### config.mk
export PLATFORM = sky130hd
export DESIGN_NAME = chr_sram_arbiter
export DESIGN_NICKNAME = d
export VERILOG_FILES = /design/src/rtl/chr_sram_arbiter.sv
export SDC_FILE = /design/constraint.sdc
export NUM_CORES = 1
export LEC_CHECK = 0
export BUFFER_PORTS_ARGS = -buffer_cell sky130_fd_sc_hd__buf_4
export CORE_ASPECT_RATIO = 1.1
export CORE_MARGIN = 2
export CORE_UTILIZATION = 35
export CTS_BUF_LIST = sky130_fd_sc_hd__clkbuf_4 sky130_fd_sc_hd__clkbuf_8
export CTS_CLUSTER_SIZE = 14
export DETAILED_ROUTE_END_ITERATION = 6
export GPL_ROUTABILITY_DRIVEN = 0
export SLEW_MARGIN = 20
export SYNTH_ARGS = -nofsm -noshare
export SYNTH_HDL_FRONTEND = slang
export SYNTH_SLANG_ARGS = --single-unit
### constraint.sdc
create_clock -name i_clk -period 3.8 [get_ports i_clk]
set_input_delay 0.57 -clock i_clk [delete_from_list [all_inputs] [get_ports i_clk]]
set_output_delay 0.57 -clock i_clk [all_outputs]
set_load 0.05 [all_outputs]
### src/rtl/chr_sram_arbiter.sv
`default_nettype none
// ============================================================================
// Module   : chr_sram_arbiter
// Purpose  : Shares one async 16-bit SRAM between a high-priority PPU read port
//            and a CPU read/write port, sequencing every SRAM bus cycle.
// Revision : 1.0 - initial release
// ============================================================================
module chr_sram_arbiter #(
    parameter int RD_CYC      = 2,
    parameter int WE_CYC      = 2,
    parameter int MAX_PPU_RUN = 4
) (
    input  logic        i_clk,
    input  logic        i_rstn,
    input  logic        i_ppu_req,
    input  logic [20:0] i_ppu_addr,
    output logic        o_ppu_ack,
    output logic [7:0]  o_ppu_rdata,
    input  logic        i_cpu_req,
    input  logic        i_cpu_wn,
    input  logic [20:0] i_cpu_addr,
    input  logic [7:0]  i_cpu_wdata,
    output logic        o_cpu_ack,
    output logic [7:0]  o_cpu_rdata,
    output logic [19:0] o_sram_addr,
    output logic        o_sram_ce_n,
    output logic        o_sram_oe_n,
    output logic        o_sram_we_n,
    output logic        o_sram_lb_n,
    output logic        o_sram_ub_n,
    output logic [15:0] o_sram_dq_out,
    output logic        o_sram_dq_oe,
    input  logic [15:0] i_sram_dq
);

    typedef enum logic [2:0] {
        ST_IDLE  = 3'd0,
        ST_RD    = 3'd1,
        ST_WR_SU = 3'd2,
        ST_WR_PW = 3'd3,
        ST_WR_HD = 3'd4,
        ST_DONE  = 3'd5
    } state_t;

    localparam logic [3:0] c_rd_last = 4'(RD_CYC - 1);
    localparam logic [3:0] c_we_last = 4'(WE_CYC - 1);
    localparam logic [3:0] c_max_run = 4'(MAX_PPU_RUN);

    state_t      r_state;
    logic [3:0]  r_cnt;
    logic [3:0]  r_starve_cnt;
    logic        r_owner_cpu;
    logic        r_lane_hi;

    logic        w_ppu_grant;
    logic        w_cpu_grant;
    logic [20:0] w_addr;
    logic        w_read;

    // PPU wins unless the CPU has already waited out MAX_PPU_RUN PPU grants.
    always_comb begin
        w_ppu_grant = i_ppu_req && !(i_cpu_req && (r_starve_cnt == c_max_run));
        w_cpu_grant = !w_ppu_grant && i_cpu_req;
        w_addr      = w_ppu_grant ? i_ppu_addr : i_cpu_addr;
        w_read      = w_ppu_grant || i_cpu_wn;
    end

    always_ff @(posedge i_clk) begin
        if (!i_rstn) begin
            r_state       <= ST_IDLE;
            r_cnt         <= '0;
            r_starve_cnt  <= '0;
            r_owner_cpu   <= 1'b0;
            r_lane_hi     <= 1'b0;
            o_ppu_ack     <= 1'b0;
            o_ppu_rdata   <= '0;
            o_cpu_ack     <= 1'b0;
            o_cpu_rdata   <= '0;
            o_sram_addr   <= '0;
            o_sram_ce_n   <= 1'b1;
            o_sram_oe_n   <= 1'b1;
            o_sram_we_n   <= 1'b1;
            o_sram_lb_n   <= 1'b1;
            o_sram_ub_n   <= 1'b1;
            o_sram_dq_out <= '0;
            o_sram_dq_oe  <= 1'b0;
        end else begin
            o_ppu_ack <= 1'b0;
            o_cpu_ack <= 1'b0;

            if (!i_cpu_req) begin
                r_starve_cnt <= '0;
            end else if (r_state == ST_IDLE) begin
                if (w_ppu_grant && (r_starve_cnt != c_max_run))
                    r_starve_cnt <= r_starve_cnt + 4'd1;
                else if (w_cpu_grant)
                    r_starve_cnt <= '0;
            end

            case (r_state)
                ST_IDLE: begin
                    if (w_ppu_grant || w_cpu_grant) begin
                        r_owner_cpu <= w_cpu_grant;
                        r_lane_hi   <= w_addr[0];
                        r_cnt       <= '0;
                        o_sram_addr <= w_addr[20:1];
                        o_sram_ce_n <= 1'b0;
                        o_sram_lb_n <= w_addr[0];
                        o_sram_ub_n <= !w_addr[0];
                        if (w_read) begin
                            o_sram_oe_n <= 1'b0;
                            r_state     <= ST_RD;
                        end else begin
                            o_sram_dq_out <= {i_cpu_wdata, i_cpu_wdata};
                            o_sram_dq_oe  <= 1'b1;
                            r_state       <= ST_WR_SU;
                        end
                    end
                end
                ST_RD: begin
                    if (r_cnt == c_rd_last) begin
                        if (r_owner_cpu) begin
                            o_cpu_rdata <= r_lane_hi ? i_sram_dq[15:8] : i_sram_dq[7:0];
                            o_cpu_ack   <= 1'b1;
                        end else begin
                            o_ppu_rdata <= r_lane_hi ? i_sram_dq[15:8] : i_sram_dq[7:0];
                            o_ppu_ack   <= 1'b1;
                        end
                        o_sram_ce_n <= 1'b1;
                        o_sram_oe_n <= 1'b1;
                        o_sram_lb_n <= 1'b1;
                        o_sram_ub_n <= 1'b1;
                        r_state     <= ST_DONE;
                    end else begin
                        r_cnt <= r_cnt + 4'd1;
                    end
                end
                ST_WR_SU: begin
                    o_sram_we_n <= 1'b0;
                    r_cnt       <= '0;
                    r_state     <= ST_WR_PW;
                end
                ST_WR_PW: begin
                    if (r_cnt == c_we_last) begin
                        o_sram_we_n <= 1'b1;
                        r_state     <= ST_WR_HD;
                    end else begin
                        r_cnt <= r_cnt + 4'd1;
                    end
                end
                ST_WR_HD: begin
                    o_cpu_ack    <= 1'b1;
                    o_sram_ce_n  <= 1'b1;
                    o_sram_lb_n  <= 1'b1;
                    o_sram_ub_n  <= 1'b1;
                    o_sram_dq_oe <= 1'b0;
                    r_state      <= ST_DONE;
                end
                ST_DONE: begin
                    r_state <= ST_IDLE;
                end
                default: begin
                    r_state <= ST_IDLE;
                end
            endcase
        end
    end

endmodule
`default_nettype wire

======== Word level (Yosys, flattened, before mapping) ========
Index checks and enable logic that the tools add are counted.
word-level totals
  register bits after elaboration ......... 73
  input port bits ......................... 71
  output and inout port bits .............. 60
cells by class
  add/sub/neg operators ................... 2
  equality and inequality tests ........... 13
  muxes and demuxes ....................... 30
  bitwise gates (word level) .............. 2
  reduce and logical (&&, ||, !) cells .... 30
operator list
  kind                                                    count
  AND reduction 3 bit                                     8
  two-way mux 21 bit                                      1
  two-way mux 4 bit                                       4
  case mux 3 bit (5 select lines)                         1
  case mux 4 bit (3 select lines)                         1
  two-way mux 1 bit                                       11
  inequality test 2 bit (second input constant)           5
  two-way mux 3 bit                                       3
  case mux 1 bit (3 select lines)                         3
  adder 4 x 1 -> 4 bit (second input constant)            2
  two-way mux 8 bit                                       1
  case mux 1 bit (2 select lines)                         4
  AND reduction 2 bit                                     4
  nonzero test 2 bit                                      4
  equality test 3 x 2 -> 1 bit (second input constant)    2
  nonzero test 3 bit                                      2
  equality test 4 x 1 -> 1 bit (second input constant)    1
  equality test 4 x 3 -> 1 bit (second input constant)    1
  logical AND 1 bit                                       4
  inequality test 4 x 3 -> 1 bit (second input constant)  1
  AND reduction 4 bit                                     1
  equality test 3 x 1 -> 1 bit (second input constant)    1
  equality test 3 bit (second input constant)             1
  logical NOT 1 bit                                       3
  other kinds (6)                                         8

======== Depth between registers and ports, before layout ========
  depth in word-level cells ............... 9
  mapped depth ............................ 9
  gate-level depth less buffers ........... 6

======== Least setup slack after synthesis ========
No wires, ideal clock.
  path kind ............................... input -> register
  from .................................... input i_cpu_req
  to ...................................... register o_sram_dq_out[14]
  setup time .............................. 0.074 ns
  data arrival time ....................... 1.660 ns
  data required time ...................... 3.726 ns
  setup slack ............................. 2.066 ns
  stages on the path ...................... 6
  path buffers ............................ 2
  cells stage by stage .................... clkbuf_1 -> inv_1 -> a2111oi_4 -> buf_6 -> nand3_1 -> o21ai_0
between the ends
  longest elaborated chain between the ends .. 7
  elaborated cells on any way between the ends .. 9
RTL lines
  item                               line  text
  start: declaration                 19    input logic i_cpu_req,
  logical AND 1 bit                  62    w_ppu_grant = i_ppu_req && !(i_cpu_req && (r_starve_cnt == c_max_run));
  logical NOT 1 bit                  62
  logical AND 1 bit                  62
  logical NOT 1 bit                  63    w_cpu_grant = !w_ppu_grant && i_cpu_req;
  logical AND 1 bit                  63
  logical OR 1 bit                   102   if (w_ppu_grant || w_cpu_grant) begin
  AND reduction 3 bit (no line) (*)  n/a
  end signal: assignment             114   o_sram_dq_out <= {i_cpu_wdata, i_cpu_wdata};
  end: declaration                   31    output logic [15:0] o_sram_dq_out,
Mark *: on every way between the ends. The rest lies on a longest branch, timed or not.
A chain may end at the register's enable or synchronous reset.

======== Final worst setup path ========
  from .................................... register r_state[2]
  to ...................................... register o_sram_addr[18]
between the ends
  longest elaborated chain between the ends .. 2
RTL lines
  item                           line  text
  start: declaration             49    state_t r_state;
  start signal: assignment       70    r_state <= ST_IDLE;
  start signal: assignment       112   r_state <= ST_RD;
  start signal: assignment       116   r_state <= ST_WR_SU;
  logical NOT 3 bit              100   case (r_state)
  AND reduction 2 bit (no line)  n/a
  end signal: assignment         106   o_sram_addr <= w_addr[20:1];
  end: declaration               25    output logic [19:0] o_sram_addr,
Every way passes these cells.

==> reports/qor.csv <==
metric;value;unit
outcome;finished clean;
cts.sinks;65;
post-route-period-util;0.561;
rows;34;
die_y;99.3;um
antenna_left;0;
critPathLaunch;r_state[2]$_SDFFE_PN0P_;
maxSlewHeadroom;0.440;
coreArea;7960;um^2
maxCapViolCount;0;
grt_pass1_wl;12200;um
fillers;796;
synth-seq-cells;65;
wl_per_cell;13.4;um
ys_types;41;
dr.pass1.iters;4;
clock_skew;7.25;ps
finalSetupTns;0;ps
arrival;2390;ps
portBuffers;130;
clock_latency;340;ps
layout_commonest_cell;buf_4;
finalSetupViolations;0;
slowest_delay;700;ps
clk_pin_slew;70;ps
cp_cell_sequence;or3_1 > nor2_4 > o21ai_0 > a31oi_1;
worst-r2r-cell-count;4;
fin_util;0.507;
grt_pass1_vias;2617;
pwr_density_cell;453;nW/um^2
cts_hold_buf;0;
overflow;0;
r2r_start;r_state[2]$_SDFFE_PN0P_;
track_usage;0.168;
cts-resized-gates;0;
num_io_pins;131;
syn_area;2890;um^2
hold_viol;0;
die-area;9000;um^2
drive_above_1_share;0.333;
drc;0;
path_class;flop to flop;
viasPerCell;4.84;
syn_nets;412;
drv_slew;0;
clock_path_buffers;2;
antenna_found_initial;0;
worst_setup_path_start_kind;flop;
regArea;1300;um^2
drtIter0Drc;107;
power.leakage;1.94;nW
min_from;i_cpu_wdata[0];
cts_tree;yes;
required;4060;ps
critPathCaptureType;flop;
cts_setup_buffers;0;
cp_slowest_cell;nor2_4;
fin_hold_ws;449;ps
r2r-end;o_sram_addr[18]$_SDFFE_PN0P_;
min_path_type;input port to flop;
peakVddDrop;0.000186;V
area_delta_synth_final;39.7;%
r2r_slack;1670;ps
final_cell_mix;132 x buf_4, 73 x nand2_1, 65 x dfxtp_1;
htree_levels;3;
post-dp-hpwl;5220;um
die_w;90.6;um
rsz0062_at_grt;no;
fmax;0.469;GHz
tightest_slew;838;ps
min_path_cells;3;
multi_input_area;1370;um^2
antenna_cells;0;
root_buffer;clkbuf_8;
yosysWarnings;0;
cts_inserted_buffers;9;
synth-seq-area-share;0.450;
nets;520;
syn_inst;337;
drt_wl_total;7490;um
start_util;0.363;
cp_max_fo;46;
grt_max_degree;72;
finalCriticalPeriod;2130;ps
via_count;2702;
holdPathEnd;o_sram_dq_out[8]$_SDFFE_PN0P_;
post_synth.cell_area_avg;8.57;um^2
worst max-delay path, delay by kind of cell, from the launching register on:
| family | cells | cell delay (ps) |
|---|---|---|
| AOI/OAI and AO/OA | 2 | 350 |
| and+or+nand+nor | 2 | 1270 |
| DFF | 1 | 410 |
power by group:
group	total [mW]	switching (mW)	leakage, nW	internal [mW]
combinational	0.434	0.278	1.30	0.156
sequential	0.763	0.0341	0.532	0.729
clock	0.629	0.258	0.114	0.371
state kept, by name, summed over array words and instances (netlist names), 3 cells and up:
signal / cells
o_sram_dq_out: 8
r_state: 3
o_ppu_rdata: 8
o_cpu_rdata: 8
r_cnt: 4
r_starve_cnt: 4
o_sram_addr: 20
kinds of logic (layout without fill, tap and decap cells):
kind of cell	Yosys count	in the layout	synth area share
mux	11	11	0.0381
simple gates	123	123	0.201
buf+inv	40	153	0.0741
fa+ha+maj	4	4	0.0173
flops	65	65	0.450
compound gates	92	92	0.213
xor+xnor	2	2	0.00606
worst max-delay path by stage:
| stage | end | slack [ps] | cells past startpoint |
|---|---|---|---|
| floorplan | o_sram_dq_out[14]$_SDFFE_PN0P_ | 2070 | 6 |
| global placement | r_state[1]$_SDFFE_PN0P_ | 1710 | 6 |
| detailed placement | o_sram_addr[9]$_SDFFE_PN0P_ | 1690 | 4 |
| CTS | o_sram_addr[9]$_SDFFE_PN0P_ | 1680 | 4 |
| global route | o_sram_addr[7]$_SDFFE_PN0P_ | 1460 | 4 |
| finish | o_sram_addr[18]$_SDFFE_PN0P_ | 1670 | 4 |
metrics by stage:
step	total power [mW]	setup slack, ps	std cells	instance area [um^2]
finish	1.83	1670	558	4040
global route	1.91	1460	558	4040
CTS	1.84	1680	558	4040
detailed placement	1.21	1690	542	3820
global placement	1.21	1710	542	3820
floorplan	1.07	2070	337	2890
layer usage:
| layer | vias to the layer above | routed length, um | global-route usage |
|---|---|---|---|
| met4 | 0 | 154 | 0.0840 |
| met5 | - | 0 | 0 |
| li1 | 1390 | - | - |
| met1 | 1231 | 3240 | 0.199 |
| met3 | 14 | 327 | 0.0371 |
| met2 | 67 | 3770 | 0.286 |
Yosys cell counts, drive strengths merged:
cell type | count | share of area
nand2 | 73 | 0.095
dfxtp | 65 | 0.45
o21ai | 35 | 0.061
a31oi | 22 | 0.048
buf | 22 | 0.050
o211a | 16 | 0.055
clkbuf | 13 | 0.017
mux2i | 11 | 0.038
nand3 | 10 | 0.017
a21oi | 8 | 0.014
nor2 | 8 | 0.013
inv | 5 | 0.0065
nor2b | 5 | 0.011
ha | 4 | 0.017
nand2b | 3 | 0.0065
nor3 | 3 | 0.0052
o21a | 3 | 0.0078
or3 | 3 | 0.0065
a21boi | 2 | 0.0052
and2 | 2 | 0.0043
and3 | 2 | 0.0043
and3b | 2 | 0.0061
nand3b | 2 | 0.0052
nand4 | 2 | 0.0043
nand4b | 2 | 0.0061
nor4 | 2 | 0.0043
nor4b | 2 | 0.0061
o22ai | 2 | 0.0043
xnor2 | 2 | 0.0061
a2111oi | 1 | 0.0095
a22oi | 1 | 0.0026
a32oi | 1 | 0.0030
nor4bb | 1 | 0.0035
o32ai | 1 | 0.0030
or4 | 1 | 0.0026
cell type report:
cell class | instances | area share
tap | 108 | 0.0335
sequential | 65 | 0.322
inverter | 5 | 0.00465
clock buffer | 14 | 0.0447
multi-input combinational | 232 | 0.340
clock inverter | 2 | 0.00868
timing repair buffer | 132 | 0.246
No activity file was read; power rests on OpenSTA's default activity.
